`config.mk`:
```
export PLATFORM = sky130hd
export DESIGN_NAME = pipe_stage_reg
export DESIGN_NICKNAME = d
export VERILOG_FILES = /design/src/rtl/pipe_stage_reg.sv
export SDC_FILE = /design/constraint.sdc
export NUM_CORES = 1
export LEC_CHECK = 0
export ABC_AREA = 1
export CAP_MARGIN = 15
export CORE_UTILIZATION = 46
export DETAILED_ROUTE_END_ITERATION = 12
export PLACE_DENSITY = 0.82
export SYNTH_ARGS = -nofsm -noshare
export SYNTH_HDL_FRONTEND = slang
export SYNTH_SLANG_ARGS = --single-unit
```
`constraint.sdc`:
```
create_clock -name clk -period 1.6 [get_ports clk]
set_input_delay 0.32 -clock clk [delete_from_list [all_inputs] [get_ports clk]]
set_output_delay 0.32 -clock clk [all_outputs]
set_load 0.05 [all_outputs]
```
`src/rtl/pipe_stage_reg.sv`:
```
// Valid/ready pipeline stage register with optional 2-entry skid buffer,
// synchronous flush and a saturating stall counter.
module pipe_stage_reg #(
    parameter int unsigned       DATA_W    = 128,
    parameter logic [DATA_W-1:0] RESET_VAL = '0,
    parameter bit                SKID      = 1'b1,
    parameter int unsigned       CNT_W     = 16
) (
    input  logic              clk,
    input  logic              reset,
    input  logic              in_valid,
    output logic              in_ready,
    input  logic [DATA_W-1:0] in_data,
    input  logic              flush,
    output logic              out_valid,
    input  logic              out_ready,
    output logic [DATA_W-1:0] out_data,
    output logic [1:0]        occupancy,
    output logic [CNT_W-1:0]  stall_cnt
);

    typedef enum logic [1:0] {
        EMPTY = 2'd0,
        ONE   = 2'd1,
        TWO   = 2'd2
    } state_e;

    state_e             state_q, state_d;
    logic [DATA_W-1:0]  main_q, main_d;
    logic [DATA_W-1:0]  skid_q, skid_d;
    logic               in_ready_q, in_ready_d;
    logic [CNT_W-1:0]   stall_q, stall_d;
    logic               in_fire;
    logic               out_fire;

    assign out_valid = (state_q != EMPTY);
    assign out_data  = main_q;
    assign occupancy = state_q;
    assign stall_cnt = stall_q;
    // Skid mode breaks the out_ready -> in_ready path with a flop
    assign in_ready  = SKID ? in_ready_q : (out_ready | ~out_valid);

    assign in_fire  = in_valid & in_ready;
    assign out_fire = out_valid & out_ready;

    always_comb begin
        state_d = state_q;
        main_d  = main_q;
        skid_d  = skid_q;
        if (flush) begin
            state_d = EMPTY;
            main_d  = RESET_VAL;
            skid_d  = RESET_VAL;
        end else begin
            unique case (state_q)
                EMPTY: begin
                    if (in_fire) begin
                        state_d = ONE;
                        main_d  = in_data;
                    end
                end
                ONE: begin
                    if (in_fire && out_fire) begin
                        main_d = in_data;
                    end else if (in_fire) begin
                        if (SKID) begin
                            state_d = TWO;
                            skid_d  = in_data;
                        end
                    end else if (out_fire) begin
                        state_d = EMPTY;
                    end
                end
                TWO: begin
                    if (out_fire) begin
                        state_d = ONE;
                        main_d  = skid_q;
                    end
                end
                default: begin
                    state_d = EMPTY;
                end
            endcase
        end
        in_ready_d = (state_d != TWO);
    end

    always_comb begin
        stall_d = stall_q;
        if (out_valid && !out_ready && (stall_q != {CNT_W{1'b1}})) begin
            stall_d = stall_q + CNT_W'(1);
        end
    end

    always_ff @(posedge clk or negedge reset) begin
        if (!reset) begin
            state_q    <= EMPTY;
            main_q     <= RESET_VAL;
            skid_q     <= RESET_VAL;
            in_ready_q <= 1'b1;
            stall_q    <= '0;
        end else begin
            state_q    <= state_d;
            main_q     <= main_d;
            skid_q     <= skid_d;
            in_ready_q <= in_ready_d;
            stall_q    <= stall_d;
        end
    end

endmodule

```
# After elaboration in Yosys (flattened, before gate mapping)
# Index checks and enable logic that the tools add are counted.
word_totals:
  regBits: 275
  in_bits: 133
  output_inout_bits: 148
  elab_cells: 42
op_classes:
  add_sub_neg: 1
  n_eq_ne: 8
  n_mux: 15
  bitwise: 2
  n_reduce_logical: 11
op_table:
  columns: ["cell", "n"]
  rows:
  - ["2-to-1 mux 128 bit", 7]
  - ["one-hot mux 128 bit (3 select lines)", 1]
  - ["adder 16 x 1 -> 16 bit, second input constant", 1]
  - ["!= test 16 bit, second input constant", 1]
  - ["2-to-1 mux 2 bit", 6]
  - ["!= test 3 bit, second input constant", 3]
  - ["one-hot mux 2 bit (3 select lines)", 1]
  - ["nonzero test 2 bit", 3]
  - ["!= test 2 bit, second input constant", 2]
  - ["AND reduction 4 bit", 1]
  - ["nonzero test 4 bit", 1]
  - ["logical AND 1 bit", 3]
  - ["AND reduction 3 bit", 1]
  - ["bitwise AND 1 bit", 2]
  - ["equality test 2 x 1 -> 1 bit, second input constant", 1]
  - ["equality test 2 bit, second input constant", 1]
  - ["zero test 2 bit", 1]
  - ["zero test 1 bit", 1]

# Longest topological paths before layout
logic_depth:
  word_depth: 8
  mapped_depth: 10
  ltp_nobuf: 9

# Least setup slack after synthesis
# No wires, ideal clock.
synth_timing:
  kind: "register to register"
  startpoint: "reg state_q[1], in the netlist occupancy[1]"
  endpoint: "reg main_q[0], in the netlist out_data[0]"
  t_arrival_ns: 1.943
  slack_ns: -0.462
  stages_incl_launch_ff: 11
  path_buffers: 3
  path_cell_list: "dfrtp_1 -> inv_2 -> nand2_1 -> nand2_2 -> nand3_2 -> buf_6 -> nand2_2 -> buf_6 -> buf_2 -> nor2_1 -> nor2_1"
synth_via:
  elab_chain_len: 5
  elab_cells_between_ends: 13
synth_lines:
  columns: ["element", "line_no", "source"]
  rows:
  - ["from (decl)", "28", "state_e state_q, state_d;"]
  - ["from (signal assigned)", "103", "state_q <= state_d;"]
  - ["nonzero test 2 bit *", "36", "assign out_valid = (state_q != EMPTY);"]
  - ["via out_valid", "15", "output logic out_valid,"]
  - ["bitwise AND 1 bit *", "44", "assign out_fire = out_valid & out_ready;"]
  - ["logical AND 1 bit", "63", "if (in_fire && out_fire) begin"]
  - ["!= test 3 bit (no line)", null, null]
  - ["AND reduction 4 bit (no line) *", null, null]
  - ["to (signal assigned)", "104", "main_q <= main_d;"]
  - ["to (decl)", "29", "logic [DATA_W-1:0] main_q, main_d;"]
# The timed path passes the listed nets; every way through them passes the cells marked *.
# A chain may end at the register's enable or synchronous reset.

# Final worst setup path
layout_timing:
  startpoint: "reg state_q[1], in the netlist occupancy[1]"
  endpoint: "reg skid_q[127]"
layout_via:
  elab_chain_len: 5
  elab_cells_between_ends: 7
layout_lines:
  columns: ["element", "line_no", "source"]
  rows:
  - ["nonzero test 2 bit", "36", null]
  - ["bitwise AND 1 bit", "44", null]
  - ["logical AND 1 bit", "63", null]
  - ["!= test 2 bit (no line)", null, null]
  - ["AND reduction 3 bit (no line) *", null, null]
  - ["to (signal assigned)", "105", "skid_q <= skid_d;"]
  - ["to (decl)", "30", "logic [DATA_W-1:0] skid_q, skid_d;"]
# Every way passes the cells marked *; elsewhere a longest branch is shown, timed or not.

==> results.yml <==
status:
  outcome: "finished with violations"
  violations: "setup timing"
clock_tree:
  path_clk_slew_ns: 0.07
  clockBufferDepth: 3
  clk_latency_ns: 0.55
  clock_sinks: 275
  cts_tree: "yes"
  cts_root_buf: "clkbuf_16"
  cts_buffers: 29
  htree_levels: 1
synth:
  synth_top_family_by_area: "simple AND/OR/NAND/NOR gates"
  synth_warnings: 0
  yosys-mux-area-fraction_pct: 0
  synth_area_um2: 12600
  syn_inst: 1559
  seq_area_frac_synth_pct: 54.8
  synthSimpleGateAreaFrac_pct: 22.1
  synth-compound-area-share_pct: 14.7
  yosys.area_share.xor_xnor_pct: 0.558
  synth-adder-area-share_pct: 0.0996
  synth.ff_latch_count: 275
  synth_nets: 1693
  synth.distinct_cells: 22
  syn_area_per_cell_um2: 8.06
routing:
  drt_pass1_iterations: 7
  wire_per_inst_um: 19.6
  route.detailed.drc: 0
  avgViaCountPerCell: 5.77
  dr.first_iter.drc_count: 1520
  vias: 12900
  wl_mm: 43.7
  antenna_left: 0
floorplan:
  die_w_um: 167
  rows: 60
  die_area_um2: 28000
  initial_utilization_pct: 46.7
  io_pins: 281
  dieHeight_um: 167
  coreArea_um2: 26900
timing:
  fin_crit_ns: 1.72
  worstMarginPinSlew_ns: 0.392
  setup_viol: 136
  min_period_over_period_pct: 108
  fmax_mhz: 581
  slew_headroom_pct: 73.9
  slew_viol_final: 0
  rsz0062_at_grt: "true"
  hold_viol_final: 0
  clock_skew_ns: 0.0116
  worst_slack_ns: -0.121
global_routing:
  grt_pass1_vias: 11700
  antenna_found_initial: 0
  grt_max_degree: 70
  grt_overflow: 0
  grt_pass1_wl_mm: 60.0
  track_usage_pct: 26.4
power:
  clockPowerShare_pct: 33.8
  ir_drop_v: 0.000826
  power_leakage_nw: 9.10
  p_int_mw: 13.5
  combPwrFrac_pct: 27.1
  p_switching_mw: 6.55
  p_seq_share_pct: 39.1
  switching_share_pct: 32.6
  power_density_nw_per_um2: 1070
  total_power_mw: 20.1
finish:
  final_common_cell: "nor2_1"
  drive_gt1_share_pct: 23.4
  nNetsFinal: 2009
  fillers: 1861
  regArea_um2: 6890
  multi_input_area_um2: 5250
  final_util_pct: 69.9
  final_cell_mix: "nor2_1 (288), dfrtp_1 (266), nand2_1 (181)"
  n_antenna_cell: 0
  syn_to_final_growth_pct: 49.6
setup_path:
  path_cells: "buf_6 > buf_4 > nor3_4 > buf_4 > nand2_8 > clkbuf_16 > o21ai_0"
  cp.required_ns: 2.05
  path_class: "reg -> reg"
  r2r-start: "occupancy[1]"
  r2r_setup_slack_ns: -0.12
  end_kind: "register"
  cpMostUsedCell: "buf_4"
  slowest_stage: "dfrtp_2"
  regToRegEndpoint: "skid_q[127]"
  critPathMaxStageDelay_ns: 0.45
  rr_worst_depth: 7
  path_max_fanout: 8
  cp-start-kind: "register"
  crit_arrival_ns: 2.17
min_path:
  min_path_type: "in -> reg"
  hold_depth: 4
  worstHoldStart: "flush"
  whs_endpoint: "out_data[76]"
placement:
  port-buffer-count: 280
  gp_congestion: 0.870
  dp_hpwl_mm: 23.4
job:
  cap_viol_max_count: 0
sequential cells by signal, indices dropped and copies added, names as in the netlist:
signal / flops
out_data: 128
skid_q: 128
stall_cnt: 16
occupancy: 2
in_ready: 1
critical path, delay by kind of cell, from the launching register on:
family | cells | cell delay (ns)
simple gates | 2 | 0.30
compound gates | 1 | 0.22
flops | 1 | 0.45
buf+inv | 4 | 0.66
routing by layer:
metal | global-route usage [%] | share of wire, %
met2 | 43.3 | 48
met4 | 9.81 | 3.9
met5 | 0 | 0
met1 | 35.4 | 38
met3 | 4.44 | 9.5
power groups by stage:
stage	Clock [mW]	Sequential, mW	Combinational [mW]
after floorplan	0	9.24	1.35
after global placement	0	7.94	4.73
after detailed placement	0	7.95	4.81
after CTS	6.84	7.83	5.01
after global routing	7.12	7.90	5.73
final	6.79	7.86	5.44
timing repair:
item,4_1_cts,5_1_grt
setup buffers,8,8
setup endpoints to repair,19,242
gates cloned,5,35
hold buffers,1,0
pin swaps,4,19
gates resized for setup,31,182
hold endpoints to repair,30,0
worst max-delay path by stage:
stage / from / to / slack, ns / depth (start not counted)
4_1_cts: occupancy[1] / occupancy[1] / -0.10 / 3
3_3_place_gp: out_ready / out_data[102] / -0.32 / 8
6_report: occupancy[1] / skid_q[127] / -0.12 / 7
5_1_grt: occupancy[0] / out_data[115] / -0.16 / 9
2_1_floorplan: stall_cnt[0] / stall_cnt[2] / -0.06 / 9
3_5_place_dp: out_ready / out_data[102] / -0.35 / 8
logic make-up (layout without fill, tap and decap cells):
logic type / after synthesis / count (layout)
xor gates and xnor gates: 8 / 8
AOI/OAI and AO/OA: 368 / 368
buffers and inverters: 233 / 569
DFF: 275 / 275
and+or+nand+nor: 674 / 675
adders and majority gates: 1 / 1
Yosys cell counts:
library cell	number	area share, %
a21oi_1	94	3.7
buf_1	10	0.30
buf_2	36	1.4
buf_4	10	0.60
buf_6	2	0.18
clkbuf_1	57	1.7
dfrtp_1	274	55
dfstp_2	1	0.21
ha_1	1	0.10
inv_1	111	3.3
inv_2	7	0.21
nand2_1	190	5.7
nand2_2	3	0.15
nand3_1	172	6.9
nand3_2	1	0.080
nand4_1	4	0.20
nor2_1	303	9.1
nor3_2	1	0.080
o21ai_0	179	7.1
o21ai_1	94	3.7
o21ai_2	1	0.070
xor2_1	8	0.56
stage by stage:
stage | instance area [um^2] | setup WS (ns) | std cells | hold WS, ns | setup TNS (ns)
after floorplan | 12800 | -0.0599 | 1559 | 0.0244 | -7.11
after global placement | 16300 | -0.319 | 2131 | 0.237 | -41.62
after detailed placement | 16300 | -0.353 | 2131 | 0.245 | -49.24
after CTS | 17500 | -0.103 | 2197 | 0.213 | -0.734
after global routing | 18800 | -0.161 | 2237 | 0.258 | -15.46
final | 18800 | -0.121 | 2237 | 0.230 | -4.98
cell type report:
type                            count  share of cell area, %
Inverter                          118                   2.49
Sequential cell                   275                   36.7
Clock buffer                       42                   4.44
Timing Repair Buffer              399                   25.5
Multi-Input combinational cell   1052                   28.0
Clock inverter                     10                  0.606
Tap cell                          341                   2.27
Note: power is estimated with default switching activity, not from simulation.
